**src/rtl/buffer_arb_pkg.sv**
```systemverilog
// buffer_arb_pkg: shared types and constants for the four-way buffer arbiter.
//   NUM_REQ  - number of input buffers sharing the memory-write path
//   DATA_W   - word width (continuation flag + payload)
//   CONT_BIT - position of the "more words follow" flag
//   arb_state_e - arbiter FSM states
package buffer_arb_pkg;

    localparam int unsigned NUM_REQ  = 4;
    localparam int unsigned DATA_W   = 35;
    localparam int unsigned CONT_BIT = 34;

    typedef enum logic {
        StIdle = 1'b0,
        StLock = 1'b1
    } arb_state_e;

endpackage

```
**src/rtl/rr_picker.sv**
```systemverilog
// rr_picker: combinational 4-way rotate-priority encoder.
//   req    in  4  request vector
//   ptr    in  2  highest-priority index; search order ptr, ptr+1, ptr+2, ptr+3 (mod 4)
//   any    out 1  at least one request is high
//   winner out 2  first requester found in search order (ptr when none)
module rr_picker (
    input  logic [3:0] req,
    input  logic [1:0] ptr,
    output logic       any,
    output logic [1:0] winner
);

    always_comb begin
        logic       found;
        logic [1:0] idx;
        found  = 1'b0;
        idx    = ptr;
        winner = ptr;
        for (int unsigned i = 0; i < 4; i++) begin
            idx = ptr + 2'(i);
            if (!found && req[idx]) begin
                winner = idx;
                found  = 1'b1;
            end
        end
        any = |req;
    end

endmodule

```
**src/rtl/buffer_arbiter.sv**
```systemverilog
// buffer_arbiter: round-robin arbiter sharing one 35-bit memory-write path between four
// input buffers. A grant is held for a whole packet (bit 34 set = more words follow).
//   clk, reset              clock; asynchronous active-low reset
//   req0..3 / in_data0..3   per-buffer valid flag and word
//   ready0..3               word consumed this cycle when the matching req is high
//   next_ready, mem_full    downstream accept and memory-full backpressure
//   out_data, out_valid     registered output word
//   cur_sel                 current or most recent grant
//   timeout_err             sticky lock-timeout flag (only with BUFFER_ARB_TIMEOUT_EN)
// Optional feature macro: BUFFER_ARB_TIMEOUT_EN enables the stalled-lock timeout.
module buffer_arbiter
    import buffer_arb_pkg::*;
#(
    parameter int unsigned TIMEOUT_CYCLES = 255
) (
    input  logic              clk,
    input  logic              reset,
    input  logic              req0,
    input  logic              req1,
    input  logic              req2,
    input  logic              req3,
    input  logic [DATA_W-1:0] in_data0,
    input  logic [DATA_W-1:0] in_data1,
    input  logic [DATA_W-1:0] in_data2,
    input  logic [DATA_W-1:0] in_data3,
    output logic              ready0,
    output logic              ready1,
    output logic              ready2,
    output logic              ready3,
    input  logic              next_ready,
    input  logic              mem_full,
    output logic [DATA_W-1:0] out_data,
    output logic              out_valid,
`ifdef BUFFER_ARB_TIMEOUT_EN
    output logic              timeout_err,
`endif
    output logic [1:0]        cur_sel
);

    if (TIMEOUT_CYCLES < 1 || TIMEOUT_CYCLES > 65535) begin : g_bad_timeout
        $error("TIMEOUT_CYCLES must be in 1..65535");
    end

    arb_state_e        state_q, state_d;
    logic [1:0]        ptr_q, ptr_d;
    logic [1:0]        cur_sel_q, cur_sel_d;
    logic [DATA_W-1:0] out_data_q, out_data_d;
    logic              out_valid_q, out_valid_d;

    logic [NUM_REQ-1:0] req_vec;
    logic [NUM_REQ-1:0] ready_vec;
    logic [DATA_W-1:0]  data_arr [NUM_REQ];
    logic [DATA_W-1:0]  sel_data;
    logic               ready_sel;
    logic               accept;
    logic               pick_any;
    logic [1:0]         pick_winner;

    assign req_vec     = {req3, req2, req1, req0};
    assign data_arr[0] = in_data0;
    assign data_arr[1] = in_data1;
    assign data_arr[2] = in_data2;
    assign data_arr[3] = in_data3;
    assign sel_data    = data_arr[cur_sel_q];

    rr_picker u_picker (
        .req    (req_vec),
        .ptr    (ptr_q),
        .any    (pick_any),
        .winner (pick_winner)
    );

    // Deliberately independent of req so there is no req->ready combinational loop upstream.
    assign ready_sel = (state_q == StLock) && (!out_valid_q || next_ready) && !mem_full;
    assign ready_vec = ready_sel ? (4'b0001 << cur_sel_q) : '0;
    assign accept    = ready_sel && req_vec[cur_sel_q];

    assign ready0    = ready_vec[0];
    assign ready1    = ready_vec[1];
    assign ready2    = ready_vec[2];
    assign ready3    = ready_vec[3];
    assign out_data  = out_data_q;
    assign out_valid = out_valid_q;
    assign cur_sel   = cur_sel_q;

`ifdef BUFFER_ARB_TIMEOUT_EN
    logic [15:0] tmo_cnt_q, tmo_cnt_d;
    logic        timeout_err_q, timeout_err_d;
    assign timeout_err = timeout_err_q;
`endif

    always_comb begin
        state_d     = state_q;
        ptr_d       = ptr_q;
        cur_sel_d   = cur_sel_q;
        out_data_d  = out_data_q;
        out_valid_d = out_valid_q;
`ifdef BUFFER_ARB_TIMEOUT_EN
        tmo_cnt_d     = tmo_cnt_q;
        timeout_err_d = timeout_err_q;
`endif

        // Drain first; a same-cycle acceptance overrides and keeps the stage full.
        if (out_valid_q && next_ready) begin
            out_valid_d = 1'b0;
        end
        if (accept) begin
            out_data_d  = sel_data;
            out_valid_d = 1'b1;
        end

        case (state_q)
            StIdle: begin
                if (pick_any) begin
                    cur_sel_d = pick_winner;
                    state_d   = StLock;
`ifdef BUFFER_ARB_TIMEOUT_EN
                    tmo_cnt_d = '0;
`endif
                end
            end
            StLock: begin
                if (accept) begin
`ifdef BUFFER_ARB_TIMEOUT_EN
                    tmo_cnt_d = '0;
`endif
                    if (!sel_data[CONT_BIT]) begin
                        state_d = StIdle;
                        ptr_d   = cur_sel_q + 2'd1;
                    end
                end
`ifdef BUFFER_ARB_TIMEOUT_EN
                else begin
                    tmo_cnt_d = tmo_cnt_q + 16'd1;
                    if (({1'b0, tmo_cnt_q} + 17'd1) == 17'(TIMEOUT_CYCLES)) begin
                        state_d       = StIdle;
                        ptr_d         = cur_sel_q + 2'd1;
                        timeout_err_d = 1'b1;
                    end
                end
`endif
            end
            default: state_d = StIdle;
        endcase
    end

    always_ff @(posedge clk or negedge reset) begin
        if (!reset) begin
            state_q     <= StIdle;
            ptr_q       <= '0;
            cur_sel_q   <= '0;
            out_data_q  <= '0;
            out_valid_q <= 1'b0;
        end else begin
            state_q     <= state_d;
            ptr_q       <= ptr_d;
            cur_sel_q   <= cur_sel_d;
            out_data_q  <= out_data_d;
            out_valid_q <= out_valid_d;
        end
    end

`ifdef BUFFER_ARB_TIMEOUT_EN
    always_ff @(posedge clk or negedge reset) begin
        if (!reset) begin
            tmo_cnt_q     <= '0;
            timeout_err_q <= 1'b0;
        end else begin
            tmo_cnt_q     <= tmo_cnt_d;
            timeout_err_q <= timeout_err_d;
        end
    end
`endif

endmodule
```
**config.mk**
```make
export PLATFORM = sky130hd
export DESIGN_NAME = buffer_arbiter
export DESIGN_NICKNAME = d
export VERILOG_FILES = /design/src/rtl/buffer_arb_pkg.sv /design/src/rtl/rr_picker.sv /design/src/rtl/buffer_arbiter.sv
export SDC_FILE = /design/constraint.sdc
export NUM_CORES = 1
export LEC_CHECK = 0
export CORE_UTILIZATION = 36
export DETAILED_ROUTE_END_ITERATION = 8
export GPL_ROUTABILITY_DRIVEN = 0
export GPL_TIMING_DRIVEN = 0
export PLACE_DENSITY = 0.81
export SYNTH_ARGS = -nofsm -noshare
export SYNTH_HDL_FRONTEND = slang
export SYNTH_SLANG_ARGS = --single-unit
```
**constraint.sdc**
```tcl
create_clock -name clk -period 2.12 [get_ports clk]
set_input_delay 0.424 -clock clk [delete_from_list [all_inputs] [get_ports clk]]
set_output_delay 0.424 -clock clk [all_outputs]
set_load 0.05 [all_outputs]
```
==> reports/metrics.csv, run 1 <==
stage,metric,value,unit
critical_path,reg2reg path depth,4,
timing,slew margin rel.,0.5927,
critical_path,RR Startpoint,cur_sel[1]$_DFFE_PN0P_,
timing,Final setup viols,0,
layout,Fill cells,550,
pwr,worst vdd ir,841.4,uV
logic_synthesis,number of cells produced by synthesis,174,
critical_path,Setup crit end,out_data[4]$_DFFE_PN0P_,
logic_synthesis,main area contributors after synthesis,"dfrtp_1 (37%), mux4_2 (29%), mux2_4 (16%)",
critical_path,Worst Setup SP,req3,
critical_path,Worst Setup Path Type,in2reg,
die,die height,90.16,um
logic_synthesis,"flops & latches, synth",41,
clock_tree,Worst-Skew Late Latency,0.29,ns
pwr,Flop pwr share,0.206,
pwr,leakage power,2.052,nW
placed_design,Port Buffers,189,
pwr,Power Total,6.982,mW
critical_path,Setup crit end kind,register,
clock_tree,Max clock buf depth,2,
route,number of routed nets with antenna violations,0,
global_routing,gr ovfl total,0,
die,Initial Utilization,0.3796,
layout,"commonest non-fill, non-tap cell in the layout",clkdlybuf4s50_1,
layout,footprint of the multi-input gates,0.001643,mm^2
pwr,Internal,3.889,mW
critical_path,crit-path max FO,10,
pwr,sw frac,0.4430,
critical_path,startpoint types,input port,
logic_synthesis,top cell type by total area after synthesis,dfrtp_1,
critical_path,Crit path max-delay family,multiplexers,
die,core area,0.007370,mm^2
clock_tree,Hold Buf Count CTS,0,
global_routing,initial antenna violation count,0,
route,DR WL/cell,17.63,um
logic_synthesis,share of the synthesized area in the top cell type,0.3667,
layout,Antenna Cells,0,
status,status,"complete, no violations",
global_routing,GRT Resource Usage Total,0.2105,
timing,"Slew Viols, Final",0,
logic_synthesis,Post-Syn Nets,326,
critical_path,Critical Path Slowest Stage Cell,clkdlybuf4s50_1,
route,final WL,8.357,mm
timing,Achievable Freq,487.9,MHz
die,DIE AREA,0.008128,mm^2
critical_path,Worst EP required,2.29,ns
clock_tree,CTS tree,done,
pwr,cell area power density,1403,mW/mm^2
clock_tree,clock sink count,41,
logic_synthesis,leading register cell type out of synthesis,dfrtp_1,
global_routing,first-pass GRT wire length,13.61,mm
critical_path,Crit path depth,5,
placed_design,placed cell count,463,
timing,Tmin final,2.050,ns
route,vias,2402,
logic_synthesis,number of flops mapped to enable cells by yosys,0,
logic_synthesis,library cells used by synthesis,30,
route,DRT iter0 DRCs,26,
timing,Tcrit/Tclk final,0.9668,
die,I/O Pins,190,
run,max-cap violation count,0,
pwr,Sw Pwr,3.093,mW
logic_synthesis,sequential share of the synthesized area,0.3667,
route,DR vias/cell,5.068,
critical_path,WP buf/inv,2,
clock_tree,depth of the CTS H-tree,2,
layout,register area,0.001027,mm^2
route,# DRC,0,
global_routing,vias in the first global route,2639,
timing,Clock Skews,0.007109,ns
min_path,Hold Path Class,in2async,
logic_synthesis,Async SR Flop Fraction,1.000,
critical_path,CP arrival,2.22,ns
logic_synthesis,mapped cell area,0.002798,mm^2
route,first-pass iteration count of the detailed router,4,
placed_design,Detail Placement HPWL,6.590,mm
critical_path,CP cell instances,clkdlybuf4s50_1 -> mux4_2 -> nand2_4 -> buf_12 -> mux2_4,
pwr,Combinational Power Share,0.718,
timing,Hold Fails Final Rpt,0,
layout,ratio of cells with drive above 1 in the final layout,0.2773,
timing,Worst-Margin Slew,0.6109,ns
pwr,Clk network pwr share,0.076,
clock_tree,clock root buffer,clkbuf_8,
die,cell row count,31,
logic_synthesis,Yosys Warn Count,0,
die,Die W,90.16,um
critical_path,Crit path largest cell delay,0.55,ns
timing,RSZ-0062 raised after global routing,false,
global_routing,pin count of the biggest net entering global routing,23,
critical_path,r2r setup slk,0.24,ns
critical_path,Worst R2R End,out_data[25]$_DFFE_PN0P_,
logic_synthesis,Mean Syn Cell Area,16.08,um^2
layout,synthesis-to-finish area growth,77.82,%
layout,most frequent cells in the layout,"clkdlybuf4s50_1 (184), dfrtp_1 (40), mux4_2 (36), mux2_4 (29), mux2_2 (8)",
layout,final net count,527,
clock_tree,clock slew at reported path FFs,0.08,ns
clock_tree,cts bufs inserted,5,
layout,Layout Cells excl Fill,474,
==> kinds of logic after synthesis <==
group / after synthesis / synth area share
flip-flops: 41 / 0.3667
adder cells (fa/ha/maj): 4 / 0.01789
AO/OA/AOI/OAI: 16 / 0.03668
AND/OR/NAND/NOR: 21 / 0.05143
multiplexers: 74 / 0.4812
buffers and inverters: 18 / 0.04607
==> cell usage after synthesis, types with 2 or more instances <==
| master | instances |
|---|---|
| ha_1 | 4 |
| buf_12 | 3 |
| a21oi_1 | 4 |
| o21ai_0 | 5 |
| nor2_1 | 2 |
| nand2b_1 | 3 |
| nor2b_1 | 2 |
| nor3b_1 | 2 |
| dfrtp_1 | 41 |
| mux2_4 | 29 |
| mux4_2 | 36 |
| inv_1 | 5 |
| nand3b_1 | 3 |
| buf_2 | 4 |
| mux2_2 | 8 |
| nand2_1 | 2 |
| and2_1 | 4 |
| clkbuf_1 | 5 |
==> repair_timing <==
action	CTS	global route
gates resized for setup	28	8
setup buffers	3	1
endpoints found under the setup margin	4	4
endpoints found under the hold margin	0	0
==> power by group through the flow <==
stage | combinational [mW] | sequential (mW) | clock, mW
after global placement | 4.89 | 1.43 | 0
final | 5.02 | 1.44 | 0.529
after global routing | 5.27 | 1.49 | 0.585
after CTS | 5.03 | 1.44 | 0.562
after detailed placement | 4.95 | 1.45 | 0
after floorplan | 2.18 | 2.74 | 0
==> how the worst min path moves through the flow <==
stage | from | cells after the start | end | slack (ns)
floorplan | reset | 0 | cur_sel[0]$_DFFE_PN0P_ | 0.13
global placement | out_data[10]$_DFFE_PN0P_ | 1 | out_data[10]$_DFFE_PN0P_ | 0.49
detailed placement | reset | 1 | ptr_q[1]$_DFFE_PN0P_ | 0.44
CTS | reset | 1 | out_data[34]$_DFFE_PN0P_ | 0.12
global route | reset | 1 | out_data[34]$_DFFE_PN0P_ | 0.15
finish | reset | 1 | out_data[31]$_DFFE_PN0P_ | 0.12
==> sequential cells by signal, summed over array words and instances, names as in the netlist <==
register and cells:
state_q 1, ptr_q 2, out_valid 1, out_data 35, cur_sel 2
==> worst register-to-register path: stages (launching register included) <==
cell and delay [ns]:
dfrtp_2 0.40, clkbuf_4 0.20, clkbuf_1 0.48, mux4_2 0.41, mux2_4 0.28
==> layer usage <==
| metal | wire [um] | vias to the layer above | GRT usage |
|---|---|---|---|
| met5 | 0 | - | 0 |
| met4 | 13 | 0 | 0.02016 |
| met3 | 438 | 2 | 0.03976 |
| met2 | 4588 | 93 | 0.3912 |
| met1 | 3316 | 1217 | 0.2614 |
| li1 | - | 1090 | - |
==> metrics by stage <==
stage | util | hold WS [ns] | setup TNS, ns | area, um^2 | setup slack, ns
finish | 0.6750 | 0.1171 | 0 | 4975 | 0.07037
global route | 0.6750 | 0.1476 | 0 | 4975 | 0.002682
CTS | 0.6718 | 0.1157 | 0 | 4951 | 0.02253
detailed placement | 0.6564 | 0.4356 | -9.650 | 4837 | -0.6842
global placement | 0.6533 | 0.4865 | -30.29 | 4815 | -0.6812
floorplan | - | 0.1284 | 0 | 2799 | 0.02400
==> area by class of cell <==
class / instances / area share
Buffer: 13 / 0.02616
Timing Repair Buffer: 194 / 0.3903
Inverter: 5 / 0.003773
Sequential cell: 41 / 0.2065
Clock inverter: 1 / 0.001509
Multi-Input combinational cell: 115 / 0.3302
Tap cell: 99 / 0.02490
Clock buffer: 6 / 0.01660
Power figures use the tool's default switching activity.
==> inputs of run 2 (changes only) <==
--- a/config.mk
+++ b/config.mk
@@ -5,6 +5,7 @@
 export SDC_FILE = /design/constraint.sdc
 export NUM_CORES = 1
 export LEC_CHECK = 0
+export CORE_MARGIN = 2
 export CORE_UTILIZATION = 36
 export DETAILED_ROUTE_END_ITERATION = 8
 export GPL_ROUTABILITY_DRIVEN = 0
==> reports/metrics.csv, run 2 (synthesis results as in run 1) <==
stage,metric,value,unit,change
timing,Hold Fails Final Rpt,0,,unchanged
route,vias,2393,,-0.37%
timing,Tcrit/Tclk final,0.9740,,+0.007188
clock_tree,depth of the CTS H-tree,2,,unchanged
clock_tree,CTS tree,done,,
pwr,cell area power density,1421,mW/mm^2,+1.3%
die,die height,92.16,um,+2.2%
pwr,sw frac,0.4357,,-0.007264
critical_path,crit-path max FO,5,,-5
route,DR vias/cell,5.006,,-1.2%
timing,RSZ-0062 raised after global routing,false,,
placed_design,placed cell count,466,,+0.65%
timing,slew margin rel.,0.5683,,-0.02443
pwr,Power Total,7.123,mW,+2.0%
status,status,"complete, no violations",,
route,DRT iter0 DRCs,67,,+160%
route,number of routed nets with antenna violations,0,,unchanged
critical_path,Worst Setup Path Type,in2out,,
die,cell row count,32,,+3.2%
layout,Antenna Cells,0,,unchanged
timing,"Slew Viols, Final",0,,unchanged
die,core area,0.007607,mm^2,+3.2%
critical_path,Crit path largest cell delay,0.45,ns,-0.10 ns
layout,post-route cell area,0.005012,mm^2,+0.75%
placed_design,placed cell areas,0.004833,mm^2,about the same
critical_path,CP arrival,1.64,ns,-0.58 ns
pwr,leakage power,2.066,nW,+0.66%
clock_tree,clock slew at reported path FFs,0.08,ns,about the same
clock_tree,Worst-Skew Late Latency,0.29,ns,about the same
run,max-cap violation count,0,,unchanged
global_routing,gr ovfl total,0,,unchanged
critical_path,CP cell instances,clkdlybuf4s50_1 -> nand2b_1 -> nor3b_4 -> and2_1 -> buf_6,,
layout,max reg flops,35,,unchanged
global_routing,GRT Resource Usage Total,0.1933,,-0.01723
critical_path,Worst EP required,1.70,ns,-0.59 ns
clock_tree,clock sink count,41,,unchanged
die,Die W,92.16,um,+2.2%
die,DIE AREA,0.008493,mm^2,+4.5%
route,final WL,8.249,mm,-1.3%
pwr,Sw Pwr,3.103,mW,+0.34%
global_routing,grt met2 use,0.3627,,-0.02848
pwr,Combinational Power Share,0.705,,-0.013
global_routing,vias in the first global route,2696,,+2.2%
die,I/O Pins,190,,unchanged
global_routing,pin count of the biggest net entering global routing,39,,+70%
global_routing,GR peak layer,met2,,
global_routing,met3 Use GR,0.04191,,+0.002143
global_routing,initial antenna violation count,0,,unchanged
layout,ratio of cells with drive above 1 in the final layout,0.2819,,+0.004582
global_routing,met1 usage,0.2320,,-0.02940
route,# DRC,0,,unchanged
timing,post-route setup TNS,0,ns,unchanged
timing,Final setup viols,0,,unchanged
layout,"commonest non-fill, non-tap cell in the layout",clkdlybuf4s50_1,,
timing,Worst-Margin Slew,0.6476,ns,+0.03664 ns
placed_design,Port Buffers,189,,unchanged
timing,Tmin final,2.065,ns,+0.01524 ns
placed_design,Detail Placement HPWL,6.693,mm,+1.6%
layout,Layout Cells excl Fill,478,,+0.84%
critical_path,Critical Path Slowest Stage Cell,clkdlybuf4s50_1,,
layout,most frequent cells in the layout,"clkdlybuf4s50_1 (184), dfrtp_1 (40), mux4_2 (36), mux2_4 (29), mux2_2 (8)",,
die,Initial Utilization,0.3678,,-0.01186
route,DR WL/cell,17.26,um,-2.1%
layout,final net count,527,,unchanged
min_path,Hold Path Class,in2async,,
critical_path,Setup crit end kind,output pin,,
pwr,Flop pwr share,0.202,,-0.004
layout,synthesis-to-finish area growth,79.16,%,
timing,Clock Skews,0.003088,ns,-0.004020 ns
global_routing,first-pass GRT wire length,13.05,mm,-4.1%
pwr,worst vdd ir,933.4,uV,+11%
clock_tree,Max clock buf depth,2,,unchanged
critical_path,startpoint types,input port,,
timing,Achievable Freq,484.3,MHz,-0.74%
route,first-pass iteration count of the detailed router,4,,unchanged
pwr,Clk network pwr share,0.093,,+0.017
clock_tree,clock root buffer,clkbuf_8,,
clock_tree,cts bufs inserted,5,,unchanged
pwr,Internal,4.019,mW,+3.3%
run 2: area by class of cell:
| class | count | area [um^2] |
|---|---|---|
| buffer | 13 | 126.4 |
| clock buffer | 6 | 82.58 |
| clock inverter | 2 | 37.54 |
| fill | 603 | 2595 |
| inverter | 5 | 18.77 |
| multi-input combinational | 115 | 1648 |
| sequential | 41 | 1027 |
| tap | 102 | 127.6 |
| timing repair buffer | 194 | 1944 |
run 2: stage by stage:
stage / worst slack, ns / hold WS, ns / utilization
after detailed placement: -0.6781 / 0.2422 / 0.6354
final: 0.05513 / 0.4700 / 0.6589
after global routing: 0.001684 / 0.4758 / 0.6589
after floorplan: 0.02400 / 0.1284 / -
after global placement: -0.6857 / 0.4875 / 0.6334
after CTS: 0.007201 / 0.4731 / 0.6556
run 2: path summary, 6_finish.rpt:
check	from	to	slack [ns]	cells past startpoint
max in group asynchronous	reset	cur_sel[1]$_DFFE_PN0P_	1.23	3
max reg2reg	cur_sel[1]$_DFFE_PN0P_	out_data[3]$_DFFE_PN0P_	0.22	4
min	reset	out_data[4]$_DFFE_PN0P_	0.47	2
min reg2reg	out_data[13]$_DFFE_PN0P_	out_data[13]$_DFFE_PN0P_	0.51	1
max	next_ready	ready0	0.06	5
min in group clk	out_data[13]$_DFFE_PN0P_	out_data[13]$_DFFE_PN0P_	0.51	1
run 2: critical path: cells and delay by family:
kind / cells / cell delay [ns]
AND/OR/NAND/NOR: 3 / 0.61
buffers and inverters: 2 / 0.61
run 2: repair_timing:
action	in CTS	in global routing
setup endpoints to repair	4	4
buffers inserted	3	0
gates resized for setup	28	11
hold buffers	1	0
endpoints found under the hold margin	3	0
run 2: power by group through the flow:
| stage | registers, mW | clock network (mW) | logic [mW] |
|---|---|---|---|
| after CTS | 1.44 | 0.680 | 5.04 |
| after global routing | 1.49 | 0.715 | 5.27 |
| after global placement | 1.43 | 0 | 4.91 |
| after floorplan | 2.74 | 0 | 2.18 |
| final | 1.44 | 0.662 | 5.02 |
| after detailed placement | 1.46 | 0 | 4.96 |
run 2: metal layers:
metal,vias to the layer above,part of all wire
li1,1093,-
met1,1209,0.38
met2,87,0.55
met3,4,0.063
met4,0,0.0055
met5,-,0
==> inputs of run 3 (changes only) <==
--- a/config.mk
+++ b/config.mk
@@ -8,7 +8,6 @@
 export CORE_MARGIN = 2
 export CORE_UTILIZATION = 36
 export DETAILED_ROUTE_END_ITERATION = 8
-export GPL_ROUTABILITY_DRIVEN = 0
 export GPL_TIMING_DRIVEN = 0
 export PLACE_DENSITY = 0.81
 export SYNTH_ARGS = -nofsm -noshare
==> results of run 3 <==
No change in the layout: final DEF, timing and power equal those of run 2.
